`src/rtl/p_clic_pkg.sv`:
```
// Shared types and default sizing for the core-local interrupt arbiter.
package p_clic_pkg;

    localparam int unsigned NrSourcesDef = 4;
    localparam int unsigned PrioWidthDef = 3;
    localparam int unsigned SrcWidthDef  = $clog2(NrSourcesDef);

    typedef logic [PrioWidthDef-1:0] prio_t;

    typedef struct packed {
        logic                   valid;
        prio_t                  prio;
        logic [SrcWidthDef-1:0] idx;
    } node_t;

endpackage

```
`src/rtl/p_clic_node.sv`:
```
// Two-input priority compare cell; the left operand (lower index) wins ties.
module p_clic_node
    import p_clic_pkg::*;
#(
    parameter int unsigned PrioWidth = PrioWidthDef,
    parameter int unsigned IdxWidth  = SrcWidthDef
) (
    input  logic                 valid_a_i,
    input  logic [PrioWidth-1:0] prio_a_i,
    input  logic [IdxWidth-1:0]  idx_a_i,
    input  logic                 valid_b_i,
    input  logic [PrioWidth-1:0] prio_b_i,
    input  logic [IdxWidth-1:0]  idx_b_i,
    output logic                 valid_c_o,
    output logic [PrioWidth-1:0] prio_c_o,
    output logic [IdxWidth-1:0]  idx_c_o
);

    logic take_b;

    // Right side wins only when strictly more urgent or the left is invalid.
    always_comb begin
        take_b    = valid_b_i && (!valid_a_i || (prio_b_i > prio_a_i));
        valid_c_o = valid_a_i | valid_b_i;
        prio_c_o  = '0;
        idx_c_o   = '0;
        if (take_b) begin
            prio_c_o = prio_b_i;
            idx_c_o  = idx_b_i;
        end else if (valid_a_i) begin
            prio_c_o = prio_a_i;
            idx_c_o  = idx_a_i;
        end
    end

endmodule

```
`src/rtl/p_clic_core.sv`:
```
// Core-local interrupt arbiter: picks the most urgent eligible source above
// the threshold through a binary compare tree and registers the winner.
module p_clic_core
    import p_clic_pkg::*;
#(
    parameter int unsigned NrSources = NrSourcesDef,
    parameter int unsigned PrioWidth = PrioWidthDef,
    localparam int unsigned SrcWidth = $clog2(NrSources)
) (
    input  logic                 clk,
    input  logic                 rst,
    input  logic [NrSources-1:0] p,
    input  logic [NrSources-1:0] e,
    input  logic [PrioWidth-1:0] prio [NrSources],
    input  logic [PrioWidth-1:0] t,
    output logic [SrcWidth-1:0]  index,
    output logic                 is_interrupt
);

    localparam int unsigned NrLeaves = 1 << SrcWidth;
    localparam int unsigned NrNodes  = 2 * NrLeaves - 1;

    // Heap-ordered tree: node n has children 2n+1 and 2n+2, leaves at the end.
    logic                 tree_valid [NrNodes];
    logic [PrioWidth-1:0] tree_prio  [NrNodes];
    logic [SrcWidth-1:0]  tree_idx   [NrNodes];

    logic [SrcWidth-1:0] index_d, index_q;
    logic                irq_d, irq_q;

    for (genvar i = 0; i < NrLeaves; i++) begin : g_leaf
        if (i < NrSources) begin : g_real
            assign tree_valid[NrLeaves-1+i] = p[i] & e[i] & (prio[i] > t);
            assign tree_prio[NrLeaves-1+i]  = prio[i];
            assign tree_idx[NrLeaves-1+i]   = SrcWidth'(i);
        end else begin : g_pad
            assign tree_valid[NrLeaves-1+i] = 1'b0;
            assign tree_prio[NrLeaves-1+i]  = '0;
            assign tree_idx[NrLeaves-1+i]   = '0;
        end
    end

    for (genvar n = 0; n < NrLeaves - 1; n++) begin : g_node
        p_clic_node #(
            .PrioWidth (PrioWidth),
            .IdxWidth  (SrcWidth)
        ) u_node (
            .valid_a_i (tree_valid[2*n+1]),
            .prio_a_i  (tree_prio[2*n+1]),
            .idx_a_i   (tree_idx[2*n+1]),
            .valid_b_i (tree_valid[2*n+2]),
            .prio_b_i  (tree_prio[2*n+2]),
            .idx_b_i   (tree_idx[2*n+2]),
            .valid_c_o (tree_valid[n]),
            .prio_c_o  (tree_prio[n]),
            .idx_c_o   (tree_idx[n])
        );
    end

    always_comb begin
        index_d = '0;
        irq_d   = tree_valid[0];
        if (tree_valid[0]) begin
            index_d = tree_idx[0];
        end
    end

    always_ff @(posedge clk or posedge rst) begin
        if (rst) begin
            index_q <= '0;
            irq_q   <= 1'b0;
        end else begin
            index_q <= index_d;
            irq_q   <= irq_d;
        end
    end

    assign index        = index_q;
    assign is_interrupt = irq_q;

endmodule

```
`config.mk`:
```
export PLATFORM = sky130hd
export DESIGN_NAME = p_clic_core
export DESIGN_NICKNAME = d
export VERILOG_FILES = /design/src/rtl/p_clic_pkg.sv /design/src/rtl/p_clic_node.sv /design/src/rtl/p_clic_core.sv
export SDC_FILE = /design/constraint.sdc
export NUM_CORES = 1
export LEC_CHECK = 0
export ABC_AREA = 1
export CAP_MARGIN = 25
export CORE_MARGIN = 3
export CORE_UTILIZATION = 30
export DETAILED_ROUTE_END_ITERATION = 7
export HOLD_SLACK_MARGIN = 0.15
export PLACE_DENSITY = 0.57
export SYNTH_ARGS = -nofsm -noshare
export SYNTH_HDL_FRONTEND = slang
export SYNTH_SLANG_ARGS = --single-unit
export TNS_END_PERCENT = 10
```
`constraint.sdc`:
```
create_clock -name clk -period 0.8 [get_ports clk]
set_input_delay 0.08 -clock clk [delete_from_list [all_inputs] [get_ports clk]]
set_output_delay 0.08 -clock clk [all_outputs]
set_load 0.02 [all_outputs]
```
==> impl_metrics.json <==
{
  "clock_sink_count": 3,
  "cp_slowest_stage_delay_ns": 0.29,
  "clock_tree.buffer_depth": 2,
  "number_of_top_level_design_ports": 28,
  "busiest_layer": "met2",
  "startpoint_type": "input pin",
  "initial_utilization_pct": 33.64,
  "antenna_violations_before_repair": 0,
  "num_rows": 17,
  "place_hpwl_um": 1811,
  "met3_usage_pct": 0.6787,
  "grt_max_degree": 5,
  "crit_arrival_ns": 1.85,
  "ctsHtreeMaxLevel": 1,
  "final_layout_size_suffix_gt1_share_pct": 63.69,
  "ant_nets": 0,
  "drt_wl_total_um": 2666,
  "crit_buf_inv": 2,
  "cts.reportedPaths.clkPinSlew_ns": 0.04,
  "placement.io_buffers": 27,
  "worst_path_max_fanout": 4,
  "grt_first_pass_wirelength_um": 4215,
  "power.leakage_nw": 0.8082,
  "crit_path_end_kind": "register",
  "tritoncts": "done",
  "clock.fmax_mhz": 577.1,
  "final-hold-violation-count": 0,
  "die_width_um": 57.22,
  "ys_types": 14,
  "path_class": "in -> reg",
  "worst_pin_slew_ns": 0.1830,
  "gr-usage-met1_pct": 19.17,
  "setup_slack_placement_ns": -1.774,
  "finalCritPeriodShare_pct": 216.6,
  "routedWlPerCell_um": 12.88,
  "post-route-min-period_ns": 1.733,
  "synth.yosys.warnings": 0,
  "netlist_instances": 128,
  "post_drt_via_cell_ratio": 4.836,
  "rsz0062_at_grt": "yes",
  "cp_slowest_cell": "ha_4",
  "critical_path.top_delay_family": "simple AND/OR/NAND/NOR gates",
  "globalRouteTotalUtil_pct": 15.74,
  "die_area_sq_um": 3274,
  "area.growth.synth_to_final_pct": 109.9,
  "worst_ep_required_time_ns": 0.92,
  "antenna-diode-count": 0,
  "slew_viol_final": 0,
  "grt_pass1_vias": 1019,
  "globalRouteOverflowTotal": 0,
  "powerDensity_nw_per_um2": 865.5,
  "worstPathCellList": "clkbuf_4, ha_4, nand2_2, o21ai_2, nand2_4, inv_2, nand2_4, nand2_2, nand2_2, ha_4, nand2_2, o21ai_2, nand2_1, nand2_1, nand2_1, nand2_1, nand2_1",
  "dr.pass1.iters": 4,
  "synth_area_sq_um": 787.0,
  "clk_root_buffer_cell": "clkbuf_4",
  "slew-limit-headroom_pct": 87.67,
  "min_delay_startpoint": "e[2]",
  "drt_drc_violations_left": 0,
  "outcome": "complete, but fails checks",
  "postSynthRegisterBits": 3,
  "final_critical_path_setup_slack_ns": -0.9329,
  "gr-usage-met2_pct": 29.20,
  "initialDrtViolationCount": 10,
  "layout_fillers": 189,
  "violated_checks": "setup timing",
  "synth-seq-area-share_pct": 9.539,
  "finish.utilization_pct": 70.59,
  "hp-class": "in -> reg",
  "synthesis.nets": 174,
  "finalSetupTns_ns": -2.251,
  "final_nets": 226,
  "finalSetupViolations": 6,
  "floorplan.die.height_um": 57.22,
  "cts_inserted_buffers": 3,
  "gp_routability_congestion": 0.7631,
  "max_cap_violations": 0,
  "syn-mean-instance-area_sq_um": 6.148,
  "worst_setup_path_startpoint": "prio[2]",
  "worst_path_most_repeated_cell": "nand2_1",
  "vdd_drop_max_v": 0.0005941,
  "floorplan.core_area_sq_um": 2340,
  "routed-via-count": 1001
}
[flip-flops by register name, summed over array words and instances, names as in the netlist]
signal	cells
index	2
is_interrupt	1
[power breakdown]
group | leakage [nW] | internal, mW | total (mW) | switching, mW
clock network | 0.0150 | 0.187 | 0.263 | 0.0762
registers | 0.0390 | 0.172 | 0.178 | 0.00534
logic | 0.754 | 0.481 | 0.989 | 0.508
total | 0.808 | 0.840 | 1.43 | 0.589
[final timing paths]
kind	endpoint	depth (start not counted)
min in group asynchronous	index[1]$_DFF_PP0_	3
worst max-delay path	index[0]$_DFF_PP0_	17
worst min-delay path	is_interrupt$_DFF_PP0_	6
max in group asynchronous	index[0]$_DFF_PP0_	3
[through the flow]
step / instance area [sq um] / std cells / total power, mW / hold WS (ns)
final: 1652 / 207 / 1.429 / 0.4760
after global routing: 1652 / 207 / 1.558 / 0.5210
after CTS: 1484 / 206 / 1.286 / 0.5356
after detailed placement: 1207 / 198 / 0.8390 / 0.2681
after global placement: 1207 / 198 / 0.8174 / 0.2562
after floorplan: 789.5 / 128 / 0.5303 / -0.1664
[timing repair]
| action | in CTS | in global routing |
|---|---|---|
| buffers inserted | 3 | 1 |
| endpoints found under the hold margin | 3 | 0 |
| setup endpoints to repair | 6 | 6 |
| gates resized for setup | 136 | 39 |
| pin swaps | 49 | 36 |
| hold buffers | 1 | 0 |
[final cells by class]
cell class,count,area (sq um),area share [%]
multi-input combinational,100,1028,62.27
timing repair buffer,47,377.9,22.88
inverter,25,108.9,6.591
sequential,3,75.07,4.545
tap,28,35.03,2.121
clock buffer,4,26.28,1.591
[placed cells by master, fill, tap and decap left out]
cell type and n:
clkbuf_1 1, clkbuf_4 4, nand3_4 1, buf_8 1, dfrtp_1 3, inv_2 11, nand2_4 3, o21ai_2 5
buf_2 9, nand3b_1 3, ha_2 1, buf_4 22, clkdlybuf4s50_1 3, nand4_1 1, dlymetal6s2s_1 2, a21oi_2 3
ha_4 18, a21oi_4 3, nand3_1 3, inv_1 12, nand2_2 18, o21ai_0 1, buf_6 4, inv_8 2
ha_1 2, dlygate4sd3_1 1, nand3_2 6, a21oi_1 3, nor2_1 3, nor2_4 3, dlygate4sd2_1 4, nand2_1 23
[routing by layer]
| layer | routed length [um] | vias to the layer above |
|---|---|---|
| met5 | 0 | - |
| met4 | 22 | 0 |
| li1 | - | 520 |
| met3 | 68 | 2 |
| met2 | 1480 | 20 |
| met1 | 1094 | 459 |
[cells in the mapped netlist]
cell,count,area (sq um)
ha_1,21,262.8
nand3_1,10,50.05
dfrtp_1,3,75.07
a21oi_1,8,40.04
nor2_1,5,18.77
a21oi_2,1,8.760
nand3b_1,3,22.52
o21ai_1,1,5.000
nor2_2,1,6.260
nand2_1,41,153.9
o21ai_0,5,25.02
inv_1,25,93.84
nand4_1,1,6.260
nand2_2,3,18.77
[worst min-delay path, stage by stage]
cell            delay [ns]
dlymetal6s2s_1        0.12
nand3_4               0.10
inv_1                 0.07
nand2_2               0.06
buf_4                 0.13
nand4_1               0.10
[cells by family after synthesis]
logic type | share of synthesized area [%]
AO/OA/AOI/OAI | 10.02
adder cells (fa/ha/maj) | 33.39
buffers and inverters | 11.92
flip-flops | 9.539
AND/OR/NAND/NOR | 35.14
No activity file was read; power rests on OpenSTA's default activity.
==> RTL edit 1, RTL diff (same flow settings) <==
Register the input `p` before use, with the module's reset. The logic sees it one clock later. The other inputs are not delayed to match.
--- a/src/rtl/p_clic_core.sv
+++ b/src/rtl/p_clic_core.sv
@@ -20,6 +20,16 @@
     localparam int unsigned NrLeaves = 1 << SrcWidth;
     localparam int unsigned NrNodes  = 2 * NrLeaves - 1;
 
+    logic [NrSources-1:0] p_q;
+
+    always_ff @(posedge clk or posedge rst) begin
+        if (rst) begin
+            p_q <= '0;
+        end else begin
+            p_q <= p;
+        end
+    end
+
     // Heap-ordered tree: node n has children 2n+1 and 2n+2, leaves at the end.
     logic                 tree_valid [NrNodes];
     logic [PrioWidth-1:0] tree_prio  [NrNodes];
@@ -30,7 +40,7 @@
 
     for (genvar i = 0; i < NrLeaves; i++) begin : g_leaf
         if (i < NrSources) begin : g_real
-            assign tree_valid[NrLeaves-1+i] = p[i] & e[i] & (prio[i] > t);
+            assign tree_valid[NrLeaves-1+i] = p_q[i] & e[i] & (prio[i] > t);
             assign tree_prio[NrLeaves-1+i]  = prio[i];
             assign tree_idx[NrLeaves-1+i]   = SrcWidth'(i);
         end else begin : g_pad
Function: changed (a bounded check fails within 4 cycles, from zero or initial values and one cycle with rst high).
==> RTL edit 1 against the original RTL <==
- the flow still finishes with violations (negative setup slack)
- wire length rose by 0.71%
- sequential cell count rose by 4
- setup slack got worse by 0.063 ns
- power rose by 10%
- final area fell by 0.45%
- clock power rose by 14%
- synthesized area rose by 13%
- critical endpoint unchanged
==> RTL edit 1: results (changes against the original RTL) <==
| Metric | Value |
|---|---|
| Cell total after placement | `206 (+4.0%)` |
| Failing checks | `negative setup slack` |
| Sequential area share after synthesis | `0.197 (+0.102)` |
| Worst VDD drop | `0.776 mV (+31%)` |
| Post-detail-place hpwl | `1.93 mm (+6.3%)` |
| Compound-Gate Fraction of Synth Area | `0.0889 (-0.0113)` |
| Total global-route track usage | `0.161 (+0.00330)` |
| Nets | `231 (+2.2%)` |
| Vias in the first global route | `1054 (+3.4%)` |
| Gp weighted congestion | `0.752 (-1.4%)` |
| Area after DPL | `0.00132 mm^2 (+9.2%)` |
| Largest net degree at the start of global routing | `8 (+3)` |
| TritonRoute pass-1 iters | `4 (unchanged)` |
| HP Class | `input pin to asynchronous set/reset pin` |
| Global-route wire length before repair | `4.46 mm (+5.9%)` |
| Via density | `4.77 (-1.4%)` |
| Main area contributors after synthesis | `ha_1 (30%), dfrtp_1 (20%), nand2_1 (17%)` |
| Arr. time, crit path | `1.92 ns (+0.07 ns)` |
| Fin cells | `215 (+3.9%)` |
| Layout cells sized above 1 | `0.533 (-0.104)` |
| Leak | `0.820 nW (+1.4%)` |
| Worst Slack Setup Final | `-0.996 ns (-0.0635 ns)` |
| Finish-stage setup viols | `6 (unchanged)` |
| Routed len/inst | `12.5 um (-3.0%)` |
| Xor/xnor cell area share of the yosys netlist | `0 (unchanged)` |
| Mapped Cells | `132 (+3.1%)` |
| Adder-cell area share of the yosys netlist | `0.296 (-0.0377)` |
| Slew @ Worst Pin | `0.243 ns (+0.0598 ns)` |
| DRT iter0 DRCs | `22 (+12)` |
| Status | `finished with violations` |
| Internal Pwr Total | `1.00 mW (+19%)` |
| Max reg flops | `4 (+2)` |
| Syn nets | `178 (+2.3%)` |
-- RTL edit 1: cell types whose count changed after synthesis --
cell	unedited run	this run
dfrtp_1	3	7
-- RTL edit 1: metrics by stage --
stage                     worst slack, ns  setup TNS (ns)  power, mW
after floorplan                     -1.02           -2.19      0.751
after global placement              -1.66           -4.76       1.05
after detailed placement            -1.71           -4.83       1.06
after CTS                          -0.972           -2.29       1.50
after global routing                -1.12           -2.70       1.73
final                              -0.996           -2.29       1.58
-- RTL edit 1: cells by family (layout without fill, tap and decap cells) --
kind of cell | Yosys count | in the layout
buffers and inverters | 25 | 77
adders and majority gates | 21 | 21
AOI/OAI and AO/OA | 15 | 15
and+or+nand+nor | 64 | 64
DFF | 7 | 7
-- RTL edit 1: path summary, 6_finish.rpt --
path,start,to,slack [ns],cells past startpoint
min in group clk,p[0],p_q[0],0.28,1
worst max-delay path,prio[9],index[0],-1.0,17
max in group asynchronous,rst,p_q[2],0.54,2
worst min-delay path,rst,index[0],0.07,2
worst max register to register,p_q[0],index[0],-0.97,15
worst min register to register,p_q[2],is_interrupt,0.87,5
-- RTL edit 1: critical path, cell delays in order --
cell	delay [ns]
clkdlybuf4s15_2	0.19
inv_2	0.04
ha_1	0.27
nand3_1	0.09
nand2_2	0.09
inv_1	0.08
nand2_2	0.09
o21ai_2	0.14
nand2_2	0.08
ha_4	0.27
nand2_1	0.05
o21ai_1	0.11
nand2_1	0.07
nand2_2	0.08
nand2_2	0.06
nand2_1	0.06
nand2_1	0.06
-- RTL edit 1: power groups by stage --
| stage | Sequential [mW] | Clock (mW) | Combinational, mW |
|---|---|---|---|
| after floorplan | 0.424 | 0 | 0.327 |
| after global placement | 0.401 | 0 | 0.648 |
| after detailed placement | 0.398 | 0 | 0.665 |
| after CTS | 0.393 | 0.317 | 0.790 |
| after global routing | 0.395 | 0.342 | 0.991 |
| final | 0.393 | 0.299 | 0.886 |
-- RTL edit 1: repair_timing --
item | CTS | global route
endpoints found under the hold margin | 7 | 7
pin swaps | 39 | 24
setup endpoints to repair | 6 | 6
buffers inserted | 5 | 0
gates resized for setup | 108 | 21
-- RTL edit 1: per-layer routing --
metal,GRT usage,vias up,share of wire
met3,0.0149,4,0.047
li1,-,532,-
met2,0.284,25,0.51
met5,0,-,0
met4,0.0728,0,0.010
met1,0.197,464,0.43
-- RTL edit 1: cell type report --
class,count,area [um^2]
Tap cell,31,38.8
Multi-Input combinational cell,100,925
Timing Repair Buffer,48,378
Fill cell,243,1140
Inverter,25,101
Sequential cell,7,175
Clock buffer,4,26.3
==> RTL edit 2, RTL diff (same flow settings) <==
Without the edit above. `PrioWidthDef`: 3 -> 6.
--- a/src/rtl/p_clic_pkg.sv
+++ b/src/rtl/p_clic_pkg.sv
@@ -2,7 +2,7 @@
 package p_clic_pkg;
 
     localparam int unsigned NrSourcesDef = 4;
-    localparam int unsigned PrioWidthDef = 3;
+    localparam int unsigned PrioWidthDef = 6;
     localparam int unsigned SrcWidthDef  = $clog2(NrSourcesDef);
 
     typedef logic [PrioWidthDef-1:0] prio_t;
Ports: changed (resized prio and t); port bits go from 28 to 43. No check against the original RTL was run, so the function may have changed too.
==> RTL edit 2 against the original RTL <==
- the run still ends with negative setup slack left
- largest power group unchanged
- sequential cell count unchanged
- setup slack lost 0.40 ns
- synthesized area grew 95%
- wire length grew 70%
- critical endpoint unchanged
- power rose by 51%
- first-iteration DRC count rose to 6.5 times the old value
- count of clock-buffer cells in the layout stayed put
- final area up 70%
==> RTL edit 2: results (changes against the original RTL) <==
| Metric | Value |
|---|---|
| Met2 Resource Use GR | `0.267 (-0.0252)` |
| # clock sinks | `3 (unchanged)` |
| Crit path max fanout | `7 (+3)` |
| Non-clock buffers | `87 (+85%)` |
| Total global-route track usage | `0.147 (-0.0106)` |
| Clock network area share | `0.0160 (+0.000105)` |
| Cell total after placement | `390 (+97%)` |
| Slew @ Worst Pin | `0.213 ns (+0.0303 ns)` |
| Arr. time, crit path | `2.24 ns (+0.39 ns)` |
| IO buf count | `42 (+56%)` |
| Vias in the first global route | `1713 (+68%)` |
| Tot Pwr | `2.17 mW (+51%)` |
| Main area contributors after synthesis | `ha_1 (34%), nand2_1 (22%), inv_1 (12%)` |
| Gp weighted congestion | `0.793 (+3.9%)` |
| Met1 usage | `0.195 (+0.00287)` |
| Mapped Cells | `254 (+98%)` |
| Met3 WL | `136 um (+100%)` |
| Seq_cells | `3 (unchanged)` |
| Yosys top cell area share | `0.342 (+0.00844)` |
| Die X-Extent | `77.5 um (+36%)` |
| Area after DPL | `0.00238 mm^2 (+97%)` |
| Met2 WL | `2.29 mm (+55%)` |
| Max incr delay on CP | `0.25 ns (-0.04 ns)` |
| Post-detail-place hpwl | `3.61 mm (+99%)` |
| Clk root buf | `clkbuf_8` |
| DRT Wirelength | `4.54 mm (+70%)` |
| Status | `finished with violations` |
| Finish-stage setup viols | `3 (-3)` |
| Critical path's top delay family | `simple AND/OR/NAND/NOR gates` |
| Fin Setup TNS | `-3.67 ns (-1.42 ns)` |
| Top post-synthesis cells by count | `nand2_1 (92), inv_1 (50), ha_1 (42)` |
| Met3 Resource Use GR | `0.0139 (+0.00713)` |
| Distinct cells, synth | `21 (+7)` |
| Syn nets | `336 (+93%)` |
| Reg power frac | `0.081 (-0.043)` |
| Buffering overhead | `0.237 (+0.00787)` |
| Worst Slack Setup Final | `-1.34 ns (-0.405 ns)` |
| Nets | `428 (+89%)` |
| Global-route wire length before repair | `7.39 mm (+75%)` |
| Seq/total area | `0.0267 (-0.0188)` |
| Leak | `1.52 nW (+88%)` |
| Adder-cell area share of the yosys netlist | `0.342 (+0.00844)` |
| Multi-input gate share of the layout cell area | `0.608 (-0.0151)` |
| DRT iter0 DRCs | `65 (+55)` |
| Via density | `4.33 (-10%)` |
| Fin cells | `412 (+99%)` |
| Largest net degree at the start of global routing | `8 (+3)` |
| Non-CTS inverters | `53 (+110%)` |
| Failing checks | `negative setup slack` |
| Compound-Gate Fraction of Synth Area | `0.0815 (-0.0187)` |
==> RTL edit 2: cell types whose count changed after synthesis, sizes merged <==
cell / before / now
nand2: 44 / 99
inv: 25 / 52
ha: 21 / 42
nor2: 6 / 18
nand3: 10 / 18
o21bai: 0 / 5
nand3b: 3 / 0
o21ai: 6 / 3
a21oi: 9 / 11
a31oi: 0 / 1
clkinv: 0 / 1
==> RTL edit 2: repair_timing <==
action / in CTS / in global routing
hold endpoints to repair: 3 / 0
buffers inserted: 16 / 1
resized for setup: 140 / 56
pin swaps: 47 / 30
hold buffers: 1 / 0
setup endpoints to repair: 6 / 6
cloned: 0 / 0
==> RTL edit 2: final timing paths <==
kind / end / depth (start not counted) / slack (ns) / start
max: index[0] / 22 / -1.34 / prio[9]
min: is_interrupt / 7 / 0.56 / prio[11]
max in group asynchronous: index[0] / 3 / 0.05 / rst
min in group asynchronous: index[1] / 3 / 0.62 / rst
